==> config.mk <==
export PLATFORM = sky130hd
export DESIGN_NAME = bd_tag_split
export DESIGN_NICKNAME = d
export VERILOG_FILES = /design/src/rtl/bd_tag_split_pkg.sv /design/src/rtl/bd_split_slice.sv /design/src/rtl/bd_tag_split.sv
export SDC_FILE = /design/constraint.sdc
export NUM_CORES = 1
export LEC_CHECK = 0
export CAP_MARGIN = 25
export CELL_PAD_IN_SITES_DETAIL_PLACEMENT = 1
export CELL_PAD_IN_SITES_GLOBAL_PLACEMENT = 2
export CORE_MARGIN = 2
export CORE_UTILIZATION = 30
export CTS_CLUSTER_SIZE = 16
export DETAILED_ROUTE_END_ITERATION = 12
export GPL_TIMING_DRIVEN = 0
export PLACE_DENSITY = 0.66
export SETUP_SLACK_MARGIN = 0.02
export SLEW_MARGIN = 20
export SYNTH_ARGS = -nofsm -noshare
export SYNTH_HDL_FRONTEND = slang
export SYNTH_SLANG_ARGS = --single-unit
==> constraint.sdc <==
create_clock -name clk -period 5.1 [get_ports clk]
set_clock_uncertainty 0.1 [all_clocks]
set_input_delay 0.51 -clock clk [delete_from_list [all_inputs] [get_ports clk]]
set_output_delay 0.51 -clock clk [all_outputs]
set_load 0.03 [all_outputs]
==> src/rtl/bd_tag_split_pkg.sv <==
// bd_tag_split_pkg
// Shared constants for the BD tag splitter: default field widths and the
// leaf codes that identify tag-bearing words.
package bd_tag_split_pkg;

    localparam int NBD_PAYLOAD_W = 32;
    localparam int NBD_CODE_W    = 4;
    localparam int NTAG_W        = 11;
    localparam int NCT_W         = 9;

    localparam int RO_ACC_code   = 11;
    localparam int RO_TAT_code   = 12;

endpackage

==> src/rtl/bd_split_slice.sv <==
// bd_split_slice
// Two-entry skid buffer with a registered output. not_full depends only on
// the stored occupancy, so the upstream accept never combinationally depends
// on the downstream accept.
// Ports:
//   clk, rst_n        clock, asynchronous active-low reset
//   in_data, in_push  write data / write request (ignored when full)
//   not_full          buffer can take a word this cycle
//   out_data, out_v   head word (0 when empty) / head valid
//   out_a             downstream accept
module bd_split_slice #(
    parameter int W = 8
) (
    input  logic         clk,
    input  logic         rst_n,
    input  logic [W-1:0] in_data,
    input  logic         in_push,
    output logic         not_full,
    output logic [W-1:0] out_data,
    output logic         out_v,
    input  logic         out_a
);

    logic [1:0]   cnt_q, cnt_d;
    logic [W-1:0] e0_q, e0_d;
    logic [W-1:0] e1_q, e1_d;
    logic         push, pop;

    assign not_full = (cnt_q != 2'd2);
    assign out_v    = (cnt_q != 2'd0);
    assign out_data = out_v ? e0_q : '0;
    assign push     = in_push && not_full;
    assign pop      = out_v && out_a;

    always_comb begin
        cnt_d = cnt_q;
        e0_d  = e0_q;
        e1_d  = e1_q;
        if (pop) begin
            e0_d = e1_q;
        end
        // New word lands in the first slot that is free after this cycle's pop.
        if (push) begin
            if (cnt_q == 2'd0 || (cnt_q == 2'd1 && pop)) begin
                e0_d = in_data;
            end else begin
                e1_d = in_data;
            end
        end
        case ({push, pop})
            2'b10:   cnt_d = cnt_q + 2'd1;
            2'b01:   cnt_d = cnt_q - 2'd1;
            default: cnt_d = cnt_q;
        endcase
    end

    always_ff @(posedge clk or negedge rst_n) begin
        if (!rst_n) begin
            cnt_q <= 2'd0;
            e0_q  <= '0;
            e1_q  <= '0;
        end else begin
            cnt_q <= cnt_d;
            e0_q  <= e0_d;
            e1_q  <= e1_d;
        end
    end

endmodule

==> src/rtl/bd_tag_split.sv <==
// bd_tag_split
// Routes decoded BD words: tag words (RO_ACC / RO_TAT) are split into tag and
// count fields on tag_out; all other words pass unmodified to other_out. With
// report_tags set, tag words are also copied to other_out. Each output has its
// own 2-entry skid buffer; a word going to both is accepted only when both
// buffers have room, so it is never written to just one.
// Ports:
//   clk, reset                         clock, asynchronous active-low reset
//   BD_in_payload/leaf_code/v, BD_in_a input word channel
//   report_tags                        also forward tag words to other_out
//   tag_out_tag/ct/v, tag_out_a        tag channel
//   other_out_payload/leaf_code/v, _a  forwarded-word channel
module bd_tag_split
    import bd_tag_split_pkg::*;
#(
    parameter int NBDpayload = NBD_PAYLOAD_W,
    parameter int NBDcode    = NBD_CODE_W,
    parameter int Ntag       = NTAG_W,
    parameter int Nct        = NCT_W
) (
    input  logic                  clk,
    input  logic                  reset,
    input  logic [NBDpayload-1:0] BD_in_payload,
    input  logic [NBDcode-1:0]    BD_in_leaf_code,
    input  logic                  BD_in_v,
    output logic                  BD_in_a,
    input  logic                  report_tags,
    output logic [Ntag-1:0]       tag_out_tag,
    output logic [Nct-1:0]        tag_out_ct,
    output logic                  tag_out_v,
    input  logic                  tag_out_a,
    output logic [NBDpayload-1:0] other_out_payload,
    output logic [NBDcode-1:0]    other_out_leaf_code,
    output logic                  other_out_v,
    input  logic                  other_out_a
);

    localparam int TW = Ntag + Nct;
    localparam int OW = NBDpayload + NBDcode;

    logic          is_tag, to_other;
    logic          tag_nf, other_nf;
    logic          tag_push, other_push;
    logic [TW-1:0] tag_in, tag_q_out;
    logic [OW-1:0] other_in, other_q_out;

    assign is_tag   = (BD_in_leaf_code == NBDcode'(RO_ACC_code)) ||
                      (BD_in_leaf_code == NBDcode'(RO_TAT_code));
    assign to_other = !is_tag || report_tags;

    // reset gates the accept so nothing is offered while the buffers are held clear.
    assign BD_in_a = reset && BD_in_v && (!is_tag || tag_nf) && (!to_other || other_nf);

    assign tag_push   = BD_in_a && is_tag;
    assign other_push = BD_in_a && to_other;

    assign tag_in   = {BD_in_payload[TW-1:Nct], BD_in_payload[Nct-1:0]};
    assign other_in = {BD_in_payload, BD_in_leaf_code};

    bd_split_slice #(.W(TW)) u_tag_slice (
        .clk      (clk),
        .rst_n    (reset),
        .in_data  (tag_in),
        .in_push  (tag_push),
        .not_full (tag_nf),
        .out_data (tag_q_out),
        .out_v    (tag_out_v),
        .out_a    (tag_out_a)
    );

    bd_split_slice #(.W(OW)) u_other_slice (
        .clk      (clk),
        .rst_n    (reset),
        .in_data  (other_in),
        .in_push  (other_push),
        .not_full (other_nf),
        .out_data (other_q_out),
        .out_v    (other_out_v),
        .out_a    (other_out_a)
    );

    assign tag_out_tag         = tag_q_out[TW-1:Nct];
    assign tag_out_ct          = tag_q_out[Nct-1:0];
    assign other_out_payload   = other_q_out[OW-1:NBDcode];
    assign other_out_leaf_code = other_q_out[NBDcode-1:0];

endmodule

# Yosys cells after proc, flatten, opt, wreduce, memory -nomap -nowiden
# Index checks and enable logic that the tools add are counted.
[classes]
addsub = 4
mul = 0
div = 0
magnitude_cmp = 0
eq_ne = 10
n_shift = 0
muxes = 10
bitwise = 2
reduce_logical = 27
[op_table]
columns = ["cell", "count"]
rows = [
  ["36-bit 2-to-1 mux", 4],
  ["20-bit 2-to-1 mux", 4],
  ["1-bit logical AND", 11],
  ["2-bit by 1-bit equality test with 1-bit output (second input constant)", 4],
  ["4-bit equality test (second input constant)", 2],
  ["2-bit one-hot mux with 2 select lines", 2],
  ["2-bit nonzero test", 4],
  ["1-bit logical OR", 6],
  ["2-bit by 1-bit adder with 2-bit output (second input constant)", 2],
  ["2-bit equality test (second input constant)", 2],
  ["2-bit logical NOT", 2],
  ["2-bit inequality test (second input constant)", 2],
  ["2-bit AND reduction", 2],
  ["2-bit by 1-bit subtractor with 2-bit output (second input constant)", 2],
  ["1-bit logical NOT", 2],
  ["1-bit inverter", 2],
]
[word_totals]
regBits = 116
latch_bits = 0
ram_bits = 0
mem_bits_ro = 0
input_bits = 42
out_inout_bits = 59
word_cells = 59
n_memories = 0

# Longest topological paths before layout
[depth]
word_depth = 11
depth_mapped = 8

# Modules after synthesis
# A second synthesis with hierarchy kept.
[unflattened]
hier_cells = 479
area_unflattened_um2 = 5850.6
[modules_own_cells]
columns = ["module", "instances", "cells_per_inst", "area_per_inst_um2"]
rows = [
  ["bd_split_slice (u_other_slice)", 1, 295, 3671.0],
  ["bd_split_slice (u_tag_slice)", 1, 173, 2093.3],
  ["bd_tag_split", 1, 11, 86.3],
]

# Worst setup path after synthesis
# OpenSTA, ideal clock, no wires.
[synth_timing]
path_kind = "input-to-output"
startpoint = "input port BD_in_leaf_code[0]"
endpoint = "output port BD_in_a"
arrival_time_ns = 1.686
slack_ns = 2.804
cell_stages = 4
cell_sequence = "nor3b_2 -> o21ai_2 -> o21a_1 -> nor3_1"
[synth_between]
elab_chain_len = 7
word_cells_on_any_way = 10
cone_classes = "eq/ne: 2; reduce/logical: 8"
[synth_rtl]
columns = ["element", "line", "text"]
rows = [
  ["start: declaration", "bd_tag_split.sv:24", "input logic [NBDcode-1:0] BD_in_leaf_code,"],
  ["4-bit equality test, on equally long branches", "bd_tag_split.sv:47, bd_tag_split.sv:48", ""],
  ["1-bit logical OR *", "bd_tag_split.sv:47", "assign is_tag = (BD_in_leaf_code == NBDcode'(RO_ACC_code)) ||"],
  ["1-bit logical NOT *", "bd_tag_split.sv:49, bd_tag_split.sv:52", ""],
  ["1-bit logical OR", "bd_tag_split.sv:49", "assign to_other = !is_tag || report_tags;"],
  ["1-bit logical NOT", "bd_tag_split.sv:52", "assign BD_in_a = reset && BD_in_v && (!is_tag || tag_nf) && (!to_other || other_nf);"],
  ["1-bit logical OR", "bd_tag_split.sv:52", ""],
  ["1-bit logical AND *", "bd_tag_split.sv:52", ""],
  ["end: declaration", "bd_tag_split.sv:26", "output logic BD_in_a,"],
]
# Mark *: on every way between the ends. The rest lies on a longest branch, timed or not.

# Final worst setup path
[layout_timing]
startpoint = "register u_other_slice.cnt_q[0]"
endpoint = "output port other_out_payload[19]"
[layout_between]
elab_chain_len = 2
[layout_rtl]
columns = ["element", "line", "text"]
rows = [
  ["start: declaration", "bd_split_slice.sv:24", "logic [1:0] cnt_q, cnt_d;"],
  ["start signal: assignment", "bd_split_slice.sv:63", "cnt_q <= cnt_d;"],
  ["2-bit nonzero test", "bd_split_slice.sv:30", "assign out_v = (cnt_q != 2'd0);"],
  ["36-bit 2-to-1 mux", "bd_split_slice.sv:31", "assign out_data = out_v ? e0_q : '0;"],
  ["end: declaration", "bd_tag_split.sv:32", "output logic [NBDpayload-1:0] other_out_payload,"],
]
# Every way passes these cells.

==> reports/metrics.cfg <==
[run_status]
status=completed

[floorplanning]
rows=50
boundaryPins=101
fp.coreArea_sq_um=18600
die_area_sq_um=20000
die_h_microns=141
die_x_microns=141
start_util_pct=30.5

[worst_setup_path]
cp_top_family=buffers and inverters
crit_buf_inv=4
path_max_fanout=10
max_stage_delay_ns=0.65
criticalPathCategory=reg2out
start_kind=flop
cpMostUsedCell=clkbuf_1
required_ns=4.49
slowest_stage=clkdlybuf4s50_1
crit_chain=inv_1 > ha_1 > clkbuf_1 > clkbuf_1 > nor2b_1 > clkdlybuf4s50_1
arrival_ns=2.94
cp-end-kind=primary output

[grt]
grt_pass1_vias=4062
grt_max_degree=69
grt_usage_pct=14.7
grt_antenna_before_repair=0
grt_pass1_wl_microns=22200
grt_overflow_total=0

[layout]
synthToLayoutAreaGrowth_pct=34.4
n_antenna_cell=0
nNetsFinal=578
layout-drive-gt1-share_pct=40.2

[logic_synthesis]
yosysWarningCount=0
ys_ff_latch=116
synth_area_leader_cell=dfrtp_1
syn-cell-area_sq_um=5660
synth_nets=457
synthTopCellsByArea=dfrtp_1 51%, mux2_2 29%, nor2b_1 6.4%
seq_area_frac_synth_pct=51.3
syn-instance-count=407
syn_avg_cell_area_sq_um=13.9
synth_top_area_share_pct=51.3
synth_cell_types=26

[place]
portBuffers=100
dp_hpwl_microns=9470
gp_congestion=0.701

[power_and_ir_drop]
leakagePower_nw=3.29
ir_worst_vdd_v=0.000274
pwr-share-seq_pct=29.6
p_sw_share_pct=34.5
clkPwrFrac_pct=23.0
switchingPower_w=0.00183
p_int_w=0.00348
power_density_nw_per_um2=699
combPwrFrac_pct=47.4
finalPower_w=0.00531

[drt]
dr.pass1.iters=3
antenna_left=0
first_iter_violations=123
wl_per_cell_microns=18.0
vias=3568
vias_per_cell=4.61
drc=0
wl_microns=13900

[sta]
rsz0062_at_grt=no
max_slew_margin_pct=47.0
final.setup.tns_ns=0
slew_violations=0
worst_pin_slew_ns=0.795
max_freq_mhz=282
fin_crit_sh_pct=69.6
hold_viol_final=0
fin_crit_ns=3.55
finalSetupViolations=0

[clock_tree]
numClockSinks=116
clockBufferDepth=2
htree_levels=4
insertion_delay_ns=0.41
cts_tree=done
cts_buffers=17
post_cts_buffers=0
path_clk_slew_ns=0.05
clockRootBuffer=clkbuf_16

[job]
max_cap_viol_count=0

[hold_path]
min_path_type=reg2reg

[per-layer routing]
layer | global-route usage [%] | vias up | share of wire, %
li1 | - | 1662 | -
met1 | 18.1 | 1822 | 45
met2 | 24.8 | 76 | 49
met3 | 4.83 | 8 | 5.4
met4 | 4.00 | 0 | 0.73
met5 | 0 | - | 0
[logic make-up after synthesis]
logic type	after synthesis	share of synthesized area [%]
flops	116	51.3
buf+inv	30	2.45
fa+ha+maj	8	1.77
simple gates	73	8.05
xor+xnor	4	0.619
compound gates	8	1.06
mux	168	34.8
[Yosys cell counts]
master,n
a211o_1,1
a21oi_1,2
and3b_1,1
buf_1,3
buf_2,9
buf_6,2
clkbuf_1,8
dfrtp_1,116
ha_1,8
inv_1,8
mux2_2,148
mux2_4,20
nand2_1,4
nand2_2,1
nand3_2,1
nor2_1,2
nor2b_1,58
nor3_1,3
nor3b_2,1
o21a_1,1
o21ai_0,2
o21ai_2,1
o221ai_2,1
or2_2,1
or3b_4,1
xnor2_1,4
[what timing repair did]
action / in CTS / in global routing
endpoints found under the hold margin: 48 / 0
gates resized for setup: 0 / 0
hold buffers: 1 / 0
[layout make-up]
| type | count | area [sq um] |
|---|---|---|
| fill | 1913 | 11000 |
| sequential | 116 | 2900 |
| multi-input combinational | 261 | 2620 |
| timing repair buffer | 102 | 1040 |
| clock buffer | 23 | 488 |
| tap | 234 | 293 |
| clock inverter | 8 | 124 |
| buffer | 22 | 109 |
| inverter | 8 | 30.0 |
[final timing paths]
path	from	to	slack, ns	cells after the start
setup / recovery	u_other_slice.cnt_q[0]	other_out_payload[19]	1.55	6
hold / removal	u_other_slice.e1_q[31]	u_other_slice.e1_q[31]	0.40	1
setup reg to reg	u_other_slice.cnt_q[0]	u_other_slice.e0_q[11]	2.47	7
hold reg to reg	u_other_slice.e1_q[31]	u_other_slice.e1_q[31]	0.40	1
max in group asynchronous	reset	u_tag_slice.e0_q[14]	3.67	3
min in group asynchronous	reset	u_other_slice.e1_q[3]	0.52	2
[flip-flops by register name, summed over array words and instances (netlist names)]
signal               flops
u_other_slice.e0_q      36
u_tag_slice.e1_q        20
u_tag_slice.e0_q        20
u_other_slice.e1_q      36
u_tag_slice.cnt_q        2
u_other_slice.cnt_q      2
[power groups by stage]
stage / logic (W) / registers [W] / clock network [W]
2_1_floorplan: 0.00173 / 0.00151 / 0
3_3_place_gp: 0.00250 / 0.00156 / 0
3_5_place_dp: 0.00255 / 0.00159 / 0
4_1_cts: 0.00257 / 0.00157 / 0.00126
5_1_grt: 0.00271 / 0.00163 / 0.00131
6_report: 0.00252 / 0.00157 / 0.00122
[stage by stage]
| step | utilization, % | instance area [sq um] | setup slack [ns] | hold slack, ns | instances |
|---|---|---|---|---|---|
| global placement | 37.4 | 6950 | -2.30 | 0.381 | 741 |
| CTS | 40.9 | 7600 | 1.42 | 0.404 | 774 |
| floorplan | - | 5660 | 2.80 | 0.114 | 407 |
| finish | 40.9 | 7600 | 1.55 | 0.402 | 774 |
| global route | 40.9 | 7600 | 1.29 | 0.414 | 774 |
| detailed placement | 37.6 | 6980 | 1.88 | 0.389 | 742 |
[cells in the final DEF, fill, tap and decap left out, types with 8 or more instances in the layout]
cell type and count:
dfrtp_1 116, clkbuf_1 10, clkbuf_16 17, ha_1 8
nor2b_1 58, inv_1 8, mux2_4 20, buf_2 9
mux2_2 148, clkdlybuf4s50_1 99
Note: power is estimated with default switching activity, not from simulation.
